`src/rtl/mips16_pkg.sv`:
```
// Shared definitions for the 16-bit MIPS boot path.
// Contents:
//   INST_SIZE       - instruction word width
//   loader_state_e  - states of the instruction-memory loader
//   ERR_*           - loader error codes reported on err_code
//   loader_accepts  - 1 in every state that takes stream bytes
package mips16_pkg;

    localparam int INST_SIZE = 16;

    typedef enum logic [2:0] {
        HDR_HI  = 3'd0,
        HDR_LO  = 3'd1,
        DATA_HI = 3'd2,
        DATA_LO = 3'd3,
        CHECK   = 3'd4,
        DONE    = 3'd5,
        ERROR   = 3'd6
    } loader_state_e;

    localparam logic [1:0] ERR_NONE    = 2'd0;
    localparam logic [1:0] ERR_CSUM    = 2'd1;
    localparam logic [1:0] ERR_LEN     = 2'd2;
    localparam logic [1:0] ERR_TIMEOUT = 2'd3;

    // The terminal states park the stream; everything else consumes bytes.
    function automatic logic loader_accepts(loader_state_e s);
        return (s != DONE) && (s != ERROR);
    endfunction

endpackage

```
`src/rtl/imem_loader_if.sv`:
```
// Byte-stream input and instruction-memory write bus of the loader.
// Signals:
//   in_valid, in_data  - byte offered by the upstream source
//   in_ready           - loader can accept a byte
//   imem_we            - one-cycle write strobe
//   imem_addr          - write address (ADDR_W bits)
//   imem_wdata         - instruction word
// Modports: master = stream source / memory side, slave = loader.
interface imem_loader_if #(
    parameter int ADDR_W = 13
);
    import mips16_pkg::*;

    logic                 in_valid;
    logic [7:0]           in_data;
    logic                 in_ready;
    logic                 imem_we;
    logic [ADDR_W-1:0]    imem_addr;
    logic [INST_SIZE-1:0] imem_wdata;

    modport master (
        output in_valid, in_data,
        input  in_ready, imem_we, imem_addr, imem_wdata
    );

    modport slave (
        input  in_valid, in_data,
        output in_ready, imem_we, imem_addr, imem_wdata
    );

endinterface

```
`src/rtl/idle_timer.sv`:
```
// Saturating idle counter with clear, enable and an expired flag.
// Ports:
//   clk, rst_n  - clock, asynchronous active-low reset
//   clr_i       - clear the count (wins over enable)
//   en_i        - count this cycle
//   expired_o   - count has reached LIMIT (never set when LIMIT is 0)
module idle_timer #(
    parameter int unsigned LIMIT = 1024
) (
    input  logic clk,
    input  logic rst_n,
    input  logic clr_i,
    input  logic en_i,
    output logic expired_o
);
    localparam int unsigned CNT_W = (LIMIT < 2) ? 1 : $clog2(LIMIT + 1);

    logic [CNT_W-1:0] cnt_q;

    assign expired_o = (LIMIT != 0) && (cnt_q == CNT_W'(LIMIT));

    always_ff @(posedge clk or negedge rst_n) begin
        if (!rst_n) begin
            cnt_q <= '0;
        end else if (clr_i) begin
            cnt_q <= '0;
        end else if (en_i && !expired_o) begin
            cnt_q <= cnt_q + CNT_W'(1);
        end
    end

endmodule

```
`src/rtl/imem_loader.sv`:
```
// Boot-time loader: receives a framed byte stream (N hi/lo, N words hi/lo,
// XOR checksum) and writes the words into instruction memory from address 0.
// The core is held in reset until a full frame with a good checksum lands.
// Ports:
//   clk, rst   - clock, asynchronous active-low reset
//   start      - restart a load from DONE or ERROR
//   bus        - stream handshake and imem write bus (slave side)
//   cpu_hold   - 1 keeps the core in reset
//   load_done  - frame loaded and checksum good
//   load_err   - frame failed
//   err_code   - ERR_NONE / ERR_CSUM / ERR_LEN / ERR_TIMEOUT
module imem_loader
    import mips16_pkg::*;
#(
    parameter int          ADDR_W    = 13,
    parameter int          MAX_WORDS = 8192,
    parameter int unsigned TIMEOUT   = 1024
) (
    input  logic              clk,
    input  logic              rst,
    input  logic              start,
    imem_loader_if.slave      bus,
    output logic              cpu_hold,
    output logic              load_done,
    output logic              load_err,
    output logic [1:0]        err_code
);
    localparam logic [16:0] MAX_N = 17'(MAX_WORDS);

    loader_state_e        state_q;
    logic [15:0]          n_q;
    logic [15:0]          idx_q;
    logic [7:0]           hi_q;
    logic [7:0]           acc_q;
    logic                 we_q;
    logic [ADDR_W-1:0]    addr_q;
    logic [INST_SIZE-1:0] wdata_q;
    logic                 hold_q;
    logic                 done_q;
    logic                 err_q;
    logic [1:0]           code_q;

    logic                 accept;
    logic                 active;
    logic                 expired;
    logic                 tmo;
    logic [15:0]          n_d;

    assign bus.in_ready   = loader_accepts(state_q);
    assign accept         = bus.in_valid && bus.in_ready;
    // The timer only runs inside a frame, i.e. after the first header byte.
    assign active         = loader_accepts(state_q) && (state_q != HDR_HI);
    assign tmo            = expired && active;
    assign n_d            = {n_q[15:8], bus.in_data};

    assign bus.imem_we    = we_q;
    assign bus.imem_addr  = addr_q;
    assign bus.imem_wdata = wdata_q;
    assign cpu_hold       = hold_q;
    assign load_done      = done_q;
    assign load_err       = err_q;
    assign err_code       = code_q;

    idle_timer #(
        .LIMIT (TIMEOUT)
    ) u_idle_timer (
        .clk       (clk),
        .rst_n     (rst),
        .clr_i     (accept || !active),
        .en_i      (active),
        .expired_o (expired)
    );

    always_ff @(posedge clk or negedge rst) begin
        if (!rst) begin
            state_q <= HDR_HI;
            n_q     <= '0;
            idx_q   <= '0;
            hi_q    <= '0;
            acc_q   <= '0;
            we_q    <= 1'b0;
            addr_q  <= '0;
            wdata_q <= '0;
            hold_q  <= 1'b1;
            done_q  <= 1'b0;
            err_q   <= 1'b0;
            code_q  <= ERR_NONE;
        end else begin
            we_q <= 1'b0;
            // A timeout discards any byte accepted in the same cycle.
            if (tmo) begin
                state_q <= ERROR;
                err_q   <= 1'b1;
                code_q  <= ERR_TIMEOUT;
            end else begin
                case (state_q)
                    HDR_HI: if (accept) begin
                        n_q[15:8] <= bus.in_data;
                        acc_q     <= acc_q ^ bus.in_data;
                        state_q   <= HDR_LO;
                    end
                    HDR_LO: if (accept) begin
                        n_q[7:0] <= bus.in_data;
                        acc_q    <= acc_q ^ bus.in_data;
                        if ({1'b0, n_d} > MAX_N) begin
                            state_q <= ERROR;
                            err_q   <= 1'b1;
                            code_q  <= ERR_LEN;
                        end else if (n_d == 16'd0) begin
                            state_q <= CHECK;
                        end else begin
                            state_q <= DATA_HI;
                        end
                    end
                    DATA_HI: if (accept) begin
                        hi_q    <= bus.in_data;
                        acc_q   <= acc_q ^ bus.in_data;
                        state_q <= DATA_LO;
                    end
                    DATA_LO: if (accept) begin
                        we_q    <= 1'b1;
                        wdata_q <= {hi_q, bus.in_data};
                        addr_q  <= ADDR_W'(idx_q);
                        idx_q   <= idx_q + 16'd1;
                        acc_q   <= acc_q ^ bus.in_data;
                        state_q <= (idx_q == n_q - 16'd1) ? CHECK : DATA_HI;
                    end
                    CHECK: if (accept) begin
                        if (bus.in_data == acc_q) begin
                            state_q <= DONE;
                            done_q  <= 1'b1;
                            hold_q  <= 1'b0;
                        end else begin
                            state_q <= ERROR;
                            err_q   <= 1'b1;
                            code_q  <= ERR_CSUM;
                        end
                    end
                    DONE, ERROR: if (start) begin
                        state_q <= HDR_HI;
                        n_q     <= '0;
                        idx_q   <= '0;
                        acc_q   <= '0;
                        hold_q  <= 1'b1;
                        done_q  <= 1'b0;
                        err_q   <= 1'b0;
                        code_q  <= ERR_NONE;
                    end
                    default: state_q <= ERROR;
                endcase
            end
        end
    end

endmodule

```
`src/flat_wrapper.sv`:
```
// flat-port wrapper written by rule: the top's interface ports become plain ports
module imem_loader_flat import mips16_pkg::*;
#(
    parameter int          ADDR_W    = 13,
    parameter int          MAX_WORDS = 8192,
    parameter int unsigned TIMEOUT   = 1024
)
  (clk, rst, start, cpu_hold, load_done, load_err, err_code, bus_in_valid, bus_in_data, bus_in_ready, bus_imem_we, bus_imem_addr, bus_imem_wdata);
  imem_loader_if #(.ADDR_W(ADDR_W)) bus_i ();
  input  logic clk;
  input  logic rst;
  input  logic start;
  output logic cpu_hold;
  output logic load_done;
  output logic load_err;
  output logic [1:0] err_code;
  input wire logic [$bits(bus_i.in_valid)-1:0] bus_in_valid;
  input wire logic [$bits(bus_i.in_data)-1:0] bus_in_data;
  output wire logic [$bits(bus_i.in_ready)-1:0] bus_in_ready;
  output wire logic [$bits(bus_i.imem_we)-1:0] bus_imem_we;
  output wire logic [$bits(bus_i.imem_addr)-1:0] bus_imem_addr;
  output wire logic [$bits(bus_i.imem_wdata)-1:0] bus_imem_wdata;
  assign bus_i.in_valid = bus_in_valid;
  assign bus_i.in_data = bus_in_data;
  assign bus_in_ready = bus_i.in_ready;
  assign bus_imem_we = bus_i.imem_we;
  assign bus_imem_addr = bus_i.imem_addr;
  assign bus_imem_wdata = bus_i.imem_wdata;
  imem_loader #(.ADDR_W(ADDR_W), .MAX_WORDS(MAX_WORDS), .TIMEOUT(TIMEOUT)) u_core (.clk(clk), .rst(rst), .start(start), .bus(bus_i), .cpu_hold(cpu_hold), .load_done(load_done), .load_err(load_err), .err_code(err_code));
endmodule
```
`config.mk`:
```
export PLATFORM = sky130hd
export DESIGN_NAME = imem_loader_flat
export DESIGN_NICKNAME = d
export VERILOG_FILES = /design/src/rtl/mips16_pkg.sv /design/src/rtl/imem_loader_if.sv /design/src/rtl/idle_timer.sv /design/src/rtl/imem_loader.sv /design/src/flat_wrapper.sv
export SDC_FILE = /design/constraint.sdc
export NUM_CORES = 1
export LEC_CHECK = 0
export ABC_AREA = 0
export BUFFER_PORTS_ARGS = -buffer_cell sky130_fd_sc_hd__buf_2
export CORE_MARGIN = 1
export CORE_UTILIZATION = 60
export CTS_BUF_LIST = sky130_fd_sc_hd__clkbuf_4
export DETAILED_ROUTE_END_ITERATION = 7
export GPL_ROUTABILITY_DRIVEN = 0
export PLACE_DENSITY = 0.89
export SYNTH_ARGS = -nofsm -noshare
export SYNTH_HDL_FRONTEND = slang
export SYNTH_SLANG_ARGS = --single-unit
```
`constraint.sdc`:
```
create_clock -name clk -period 5.9 [get_ports clk]
set_clock_uncertainty 0.2 [all_clocks]
set_input_delay 0.59 -clock clk [delete_from_list [all_inputs] [get_ports clk]]
set_output_delay 0.59 -clock clk [all_outputs]
set_load 0.02 [all_outputs]
```
==> results of run 1 <==
[placed cells by master (no fill, tap or decap), drive strengths merged, types with 4 or more instances in the layout]
master and instances:
or3 4, nand2b 7, nor3b 6, a21oi 20
xor2 20, clkbuf 9, nor2 43, xnor2 24
ha 4, mux2i 4, nor4 12, nand2 32
nand3 18, buf 49, and2 12, inv 11
nand4 6, dfrtp 96, and3 4, nand3b 4
nor2b 7, mux2 55, nor3 11, o21ai 26
clkinv 5
[layer usage]
metal	GRT usage, %	wire length, microns	vias to the layer above
met5	0	0	-
met4	10.13	255	0
met3	4.773	625	26
met2	41.73	5051	154
met1	35.12	4681	1833
li1	-	-	1790
[registers in the layout, summed over array words and instances, names as in the netlist]
signal and flops:
u_core.cpu_hold 1, u_core.err_code 2, u_core.acc_q 8, u_core.bus.imem_we 1, u_core.bus.imem_addr 13, u_core.u_idle_timer.cnt_q 11, u_core.bus.imem_wdata 16, u_core.hi_q 8
u_core.idx_q 16, u_core.load_err 1, u_core.load_done 1, u_core.n_q 16, u_core.state_q 3
[kinds of logic (layout without fill, tap and decap cells)]
logic type	Yosys count	after routing	share of synthesized area, %
AND/OR/NAND/NOR	179	179	19.14
flip-flops	97	97	48.00
AO/OA/AOI/OAI	69	69	8.333
multiplexers	59	59	13.03
XOR/XNOR	44	44	7.616
buffers and inverters	31	76	2.695
adder cells (fa/ha/maj)	5	5	1.187
[power breakdown]
part | leakage [nW] | switching, mW | total [mW] | internal (mW)
Combinational | 1.12 | 0.525 | 0.984 | 0.459
Sequential | 1.22 | 0.252 | 1.14 | 0.890
Clock | 0.0614 | 0.228 | 0.315 | 0.0862
[stage by stage]
| stage | util [%] | instance area, sq um | hold WS [ns] | setup slack [ns] |
|---|---|---|---|---|
| global placement | 65.41 | 5348 | 0.2835 | 2.896 |
| CTS | 66.93 | 5472 | 0.2244 | 2.599 |
| floorplan | - | 5060 | 0.09441 | 3.271 |
| detailed placement | 65.41 | 5348 | 0.2909 | 2.646 |
| finish | 66.93 | 5472 | 0.2424 | 2.513 |
| global route | 66.93 | 5472 | 0.2389 | 2.282 |
[worst paths after layout]
| path | from | slack, ns | to |
|---|---|---|---|
| min reg2reg | u_core.acc_q[7]$_DFFE_PN0P_ | 0.32 | u_core.acc_q[7]$_DFFE_PN0P_ |
| min in group asynchronous | rst | 0.42 | u_core.bus.imem_addr[6]$_DFFE_PN0P_ |
| max in group asynchronous | rst | 3.99 | u_core.bus.imem_wdata[15]$_DFFE_PN0P_ |
| min | bus_in_data[5] | 0.24 | u_core.acc_q[5]$_DFFE_PN0P_ |
| max | u_core.state_q[0]$_DFFE_PN0P_ | 2.51 | u_core.acc_q[5]$_DFFE_PN0P_ |
| max reg2reg | u_core.state_q[0]$_DFFE_PN0P_ | 2.51 | u_core.acc_q[5]$_DFFE_PN0P_ |
[synth_stat cells, types with 5 or more instances]
master / n
nor3_1: 11
and2_1: 12
nor4_1: 11
nand3_1: 18
nor2b_1: 7
xor2_1: 20
dfrtp_1: 96
nor2_1: 43
a21oi_1: 18
xnor2_1: 24
clkbuf_1: 15
inv_1: 10
nand4_1: 6
nor3b_1: 5
mux2_2: 55
nand2_1: 32
nand2b_1: 7
o21ai_0: 26
[worst max-delay path: stages, from the launching register on]
cell and delay, ns:
dfrtp_1 0.70, nand2b_1 0.29, a21oi_2 0.67, nor2_1 0.13
a21oi_1 0.83, o21ai_0 0.28, nand2_1 0.12, o21ai_0 0.07
[cell type report]
type | instances | area (sq um) | share of cell area [%]
multi-input combinational | 356 | 2497 | 45.64
clock inverter | 7 | 46.29 | 0.8461
timing repair buffer | 50 | 262.8 | 4.802
clock buffer | 9 | 67.56 | 1.235
sequential | 97 | 2429 | 44.39
tap | 105 | 131.4 | 2.401
inverter | 10 | 37.54 | 0.6860
==> run_summary.xml, run 1 <==
<?xml version="1.0" encoding="UTF-8"?>
<metrics>
  <group name="status">
    <metric name="run_status" unit="">complete, no violations</metric>
  </group>
  <group name="clock_tree">
    <metric name="tritoncts" unit="">yes</metric>
    <metric name="clock-root-buffer" unit="">clkbuf_4</metric>
    <metric name="cts-resized-gates" unit="">0</metric>
    <metric name="insertion_delay" unit="ns">0.46</metric>
    <metric name="path_clk_slew" unit="ns">0.16</metric>
    <metric name="cts_hold_repair.buffers" unit="">1</metric>
    <metric name="total_number_of_clock_tree_sinks" unit="">97</metric>
    <metric name="post_cts.repair.setup_buffers" unit="">0</metric>
    <metric name="cts_inserted_buffers" unit="">9</metric>
    <metric name="cts-root-to-sink-buffers" unit="">2</metric>
    <metric name="htree_num_levels" unit="">3</metric>
  </group>
  <group name="sta">
    <metric name="tightestPinTransition" unit="ns">1.032</metric>
    <metric name="finalSetupTns" unit="ns">0</metric>
    <metric name="rsz_0062_raised_after_global_routing" unit="">no</metric>
    <metric name="hold_viol_final" unit="">0</metric>
    <metric name="fmax" unit="MHz">295.3</metric>
    <metric name="final_max_slew_viol_count" unit="">0</metric>
    <metric name="slew-limit-headroom" unit="%">31.23</metric>
    <metric name="period_needed" unit="ns">3.387</metric>
    <metric name="period_share" unit="%">57.40</metric>
    <metric name="setup_viol" unit="">0</metric>
  </group>
  <group name="detailed_routing">
    <metric name="number_of_drc_markers_in_iteration_0" unit="">287</metric>
    <metric name="wl_per_cell" unit="microns">16.74</metric>
    <metric name="drc_errors" unit="">0</metric>
    <metric name="drt-vias-per-instance" unit="">5.998</metric>
    <metric name="drt-pass1-iter-count" unit="">5</metric>
    <metric name="detailroute.via_count" unit="">3803</metric>
    <metric name="drt-total-wl" unit="mm">10.61</metric>
    <metric name="postRouteAntennaNets" unit="">0</metric>
  </group>
  <group name="synthesis">
    <metric name="ys_async_sr_fraction" unit="%">100.0</metric>
    <metric name="synth_seq_cells" unit="">97</metric>
    <metric name="yosysTopAreaCellShare" unit="%">47.48</metric>
    <metric name="netlist_top_cells_area" unit="">dfrtp_1 47%, mux2_2 12%, xnor2_1 4.2%</metric>
    <metric name="synth_area" unit="sq um">5060</metric>
    <metric name="synthesis.area_per_instance" unit="sq um">10.45</metric>
    <metric name="synth.net_count" unit="">500</metric>
    <metric name="yosys_warnings" unit="">0</metric>
    <metric name="synth.lib_cells_used.distinct" unit="">57</metric>
    <metric name="synth_ff_type" unit="">dfrtp_1</metric>
    <metric name="synth_enable_flop_cells" unit="">0</metric>
    <metric name="synth.yosys.seq_area_share" unit="%">48.00</metric>
    <metric name="netlist_instances" unit="">484</metric>
    <metric name="synth_top_cell_by_area" unit="">dfrtp_1</metric>
  </group>
  <group name="floorplan">
    <metric name="die_width" unit="microns">93.83</metric>
    <metric name="fp.dieH" unit="microns">93.83</metric>
    <metric name="rows" unit="">33</metric>
    <metric name="io_pins" unit="">48</metric>
    <metric name="die-area" unit="sq um">8804</metric>
    <metric name="initial_utilization" unit="%">61.89</metric>
    <metric name="coreArea" unit="sq um">8175</metric>
  </group>
  <group name="worst_setup_path">
    <metric name="rr_worst_depth" unit="">7</metric>
    <metric name="sort_of_element_at_the_end_of_the_critical_path" unit="">flip-flop</metric>
    <metric name="critical_setup_path_kind" unit="">reg -&gt; reg</metric>
    <metric name="setup.worst_path.start_class" unit="">flip-flop</metric>
    <metric name="worst-endpoint-required" unit="ns">6.07</metric>
    <metric name="cp_data_arrival_time" unit="ns">3.56</metric>
    <metric name="crit_path_max_fanout" unit="">18</metric>
  </group>
  <group name="finish">
    <metric name="fin_cells" unit="">634</metric>
    <metric name="fillCellCount" unit="">641</metric>
    <metric name="areaGrowthSynthToFinish" unit="%">8.136</metric>
    <metric name="drive_above_1_share" unit="%">24.76</metric>
    <metric name="nets" unit="">540</metric>
    <metric name="antennaDiodeCount" unit="">0</metric>
  </group>
  <group name="placed_design">
    <metric name="hpwl" unit="mm">7.391</metric>
    <metric name="place_inst" unit="">617</metric>
    <metric name="port-buffer-count" unit="">47</metric>
  </group>
  <group name="global_route">
    <metric name="grt_first_pass_wirelength" unit="mm">17.61</metric>
    <metric name="grt_start_max_net_pins" unit="">59</metric>
    <metric name="overflow" unit="">0</metric>
    <metric name="global_route_usage_over_all_layers" unit="%">26.01</metric>
    <metric name="antenna_found_initial" unit="">0</metric>
    <metric name="grt_pass1_vias" unit="">3674</metric>
  </group>
  <group name="power_and_ir_drop">
    <metric name="power.ir.vdd_worst" unit="mV">0.3593</metric>
    <metric name="pd_cells" unit="nW/um^2">446.1</metric>
    <metric name="finalPower" unit="mW">2.441</metric>
    <metric name="leakagePower" unit="nW">2.404</metric>
  </group>
  <group name="worst_hold_path">
    <metric name="timing.hold.worst.class" unit="">in -&gt; reg</metric>
    <metric name="worstHoldPathCells" unit="">3</metric>
  </group>
  <group name="job">
    <metric name="maxCapViolations" unit="">0</metric>
  </group>
</metrics>
(Power assumes the default switching activity.)
==> inputs of run 2 (changes only) <==
- clock period: 5.9 -> 3.25 ns (I/O delays scaled with it)
==> run_summary.xml, run 2 (synthesis gave the netlist of run 1 again) <==
<?xml version="1.0" encoding="UTF-8"?>
<metrics>
  <group name="status">
    <metric name="run_status" unit="">complete, no violations</metric>
  </group>
  <group name="finish">
    <metric name="layout_common_cells" unit="">96 x dfrtp_1, 55 x mux2_2, 46 x buf_2</metric>
    <metric name="nets" unit="">550</metric>
    <metric name="fin_cells" unit="">644</metric>
    <metric name="antennaDiodeCount" unit="">0</metric>
    <metric name="areaGrowthSynthToFinish" unit="%">9.916</metric>
    <metric name="final_cell_area" unit="sq um">5562</metric>
    <metric name="final_common_cell" unit="">dfrtp_1</metric>
    <metric name="drive_above_1_share" unit="%">25.42</metric>
  </group>
  <group name="worst_setup_path">
    <metric name="cp_data_arrival_time" unit="ns">2.39</metric>
    <metric name="critical_setup_path_kind" unit="">reg -&gt; out</metric>
    <metric name="sort_of_element_at_the_end_of_the_critical_path" unit="">output pin</metric>
    <metric name="path_cells" unit="">nand2b_1 -&gt; nand2_1 -&gt; and2_1 -&gt; inv_1 -&gt; buf_4 -&gt; buf_2</metric>
    <metric name="setup.worst_path.start_class" unit="">flip-flop</metric>
    <metric name="crit_path_max_fanout" unit="">18</metric>
    <metric name="worst-endpoint-required" unit="ns">2.72</metric>
    <metric name="cpMaxStageDelayCell" unit="">dfrtp_1</metric>
    <metric name="slowest_stage_delay_cp" unit="ns">0.69</metric>
  </group>
  <group name="sta">
    <metric name="period_needed" unit="ns">2.916</metric>
    <metric name="slew-limit-headroom" unit="%">29.55</metric>
    <metric name="rsz_0062_raised_after_global_routing" unit="">no</metric>
    <metric name="timing.hold.ws" unit="ns">0.02476</metric>
    <metric name="tightestPinTransition" unit="ns">1.057</metric>
    <metric name="period_share" unit="%">89.71</metric>
    <metric name="hold_viol_final" unit="">0</metric>
    <metric name="fmax" unit="MHz">343.0</metric>
    <metric name="final_max_slew_viol_count" unit="">0</metric>
    <metric name="finalSetupTns" unit="ns">0</metric>
    <metric name="final_critical_path_setup_slack" unit="ns">0.3345</metric>
    <metric name="setup_viol" unit="">0</metric>
  </group>
  <group name="global_route">
    <metric name="grt-busiest-layer" unit="">met2</metric>
    <metric name="global_route.usage.met1" unit="%">36.22</metric>
    <metric name="grt_start_max_net_pins" unit="">61</metric>
    <metric name="grt_pass1_vias" unit="">3697</metric>
    <metric name="antenna_found_initial" unit="">0</metric>
    <metric name="global_route_usage_over_all_layers" unit="%">26.91</metric>
    <metric name="grt_util_met3" unit="%">5.502</metric>
    <metric name="grt_first_pass_wirelength" unit="mm">18.20</metric>
    <metric name="grt_util_met2" unit="%">43.86</metric>
    <metric name="overflow" unit="">0</metric>
  </group>
  <group name="power_and_ir_drop">
    <metric name="power.ir.vdd_worst" unit="mV">0.5670</metric>
    <metric name="leakagePower" unit="nW">2.453</metric>
    <metric name="pd_cells" unit="nW/um^2">801.3</metric>
  </group>
  <group name="clock_tree">
    <metric name="cts_inserted_buffers" unit="">9</metric>
    <metric name="cts-root-to-sink-buffers" unit="">2</metric>
    <metric name="htree_num_levels" unit="">3</metric>
    <metric name="insertion_delay" unit="ns">0.45</metric>
    <metric name="clock-root-buffer" unit="">clkbuf_4</metric>
    <metric name="path_clk_slew" unit="ns">0.14</metric>
    <metric name="tritoncts" unit="">yes</metric>
    <metric name="total_number_of_clock_tree_sinks" unit="">97</metric>
  </group>
  <group name="worst_hold_path">
    <metric name="timing.hold.worst.class" unit="">in -&gt; reg</metric>
  </group>
  <group name="detailed_routing">
    <metric name="wl_per_cell" unit="microns">16.93</metric>
    <metric name="drt-pass1-iter-count" unit="">7</metric>
    <metric name="drc_errors" unit="">0</metric>
    <metric name="postRouteAntennaNets" unit="">0</metric>
    <metric name="drt-total-wl" unit="mm">10.90</metric>
    <metric name="number_of_drc_markers_in_iteration_0" unit="">431</metric>
    <metric name="detailroute.via_count" unit="">3935</metric>
    <metric name="drt-vias-per-instance" unit="">6.110</metric>
  </group>
  <group name="floorplan">
    <metric name="coreArea" unit="sq um">8175</metric>
    <metric name="die-area" unit="sq um">8804</metric>
    <metric name="io_pins" unit="">48</metric>
    <metric name="die_width" unit="microns">93.83</metric>
    <metric name="rows" unit="">33</metric>
    <metric name="initial_utilization" unit="%">61.89</metric>
    <metric name="fp.dieH" unit="microns">93.83</metric>
  </group>
  <group name="placed_design">
    <metric name="placement.cell_area" unit="sq um">5378</metric>
    <metric name="hpwl" unit="mm">7.553</metric>
    <metric name="preCtsSetupSlack" unit="ns">0.3931</metric>
    <metric name="place_inst" unit="">621</metric>
    <metric name="port-buffer-count" unit="">47</metric>
  </group>
  <group name="job">
    <metric name="maxCapViolations" unit="">0</metric>
  </group>
</metrics>
-- run 2: cell types whose count changed in the layout (fill, tap and decap cells not counted) --
cell / delta
clkinv_4: -2
clkbuf_4: +2
clkinv_1: -2
clkinv_2: +2
buf_4: +4
dlygate4sd3_1: +6
-- run 2: metrics by stage --
| step | power [mW] | util, % |
|---|---|---|
| global placement | 3.762 | 65.78 |
| finish | 4.457 | 68.03 |
| global route | 4.751 | 68.03 |
| CTS | 4.449 | 68.03 |
| floorplan | 3.387 | - |
| detailed placement | 3.878 | 65.78 |
-- run 2: final cells by class --
class	count	area, sq um
fill	599	2614
multi-input combinational	356	2497
sequential	97	2429
timing repair buffer	60	352.8
tap	105	131.4
clock buffer	11	82.58
inverter	10	37.54
clock inverter	5	31.28
-- run 2: power by group --
part           internal [mW]  switching, mW
Clock                  0.174          0.401
Sequential              1.62          0.454
Combinational          0.846          0.966
Total                   2.63           1.82
-- run 2: timing repair --
item / CTS / global route
hold endpoints to repair: 64 / 0
gates resized for setup: 0 / 0
hold buffers: 7 / 0
setup buffers: 0 / 0
-- run 2: worst max-delay path: cells and delay by family, from the launching register on --
kind,cells,cell delay (ns)
and+or+nand+nor,3,0.75
DFF,1,0.69
buffers and inverters,3,0.51
-- run 2: layer usage --
| metal | vias to the layer above | part of all wire (%) |
|---|---|---|
| li1 | 1805 | - |
| met1 | 1952 | 42 |
| met2 | 157 | 50 |
| met3 | 21 | 6.0 |
| met4 | 0 | 1.7 |
| met5 | - | 0 |
-- run 2: final timing paths --
| path | end | slack (ns) | cells after the start | start |
|---|---|---|---|---|
| hold reg to reg | u_core.acc_q[6]$_DFFE_PN0P_ | 0.32 | 1 | u_core.acc_q[6]$_DFFE_PN0P_ |
| setup / recovery | bus_in_ready | 0.33 | 6 | u_core.state_q[0]$_DFFE_PN0P_ |
| setup reg to reg | u_core.state_q[1]$_DFFE_PN0P_ | 0.37 | 9 | u_core.n_q[0]$_DFFE_PN0P_ |
| hold / removal | u_core.acc_q[4]$_DFFE_PN0P_ | 0.02 | 3 | bus_in_data[4] |
| min in group asynchronous | u_core.bus.imem_addr[7]$_DFFE_PN0P_ | 0.26 | 2 | rst |
| max in group asynchronous | u_core.bus.imem_wdata[11]$_DFFE_PN0P_ | 1.82 | 3 | rst |
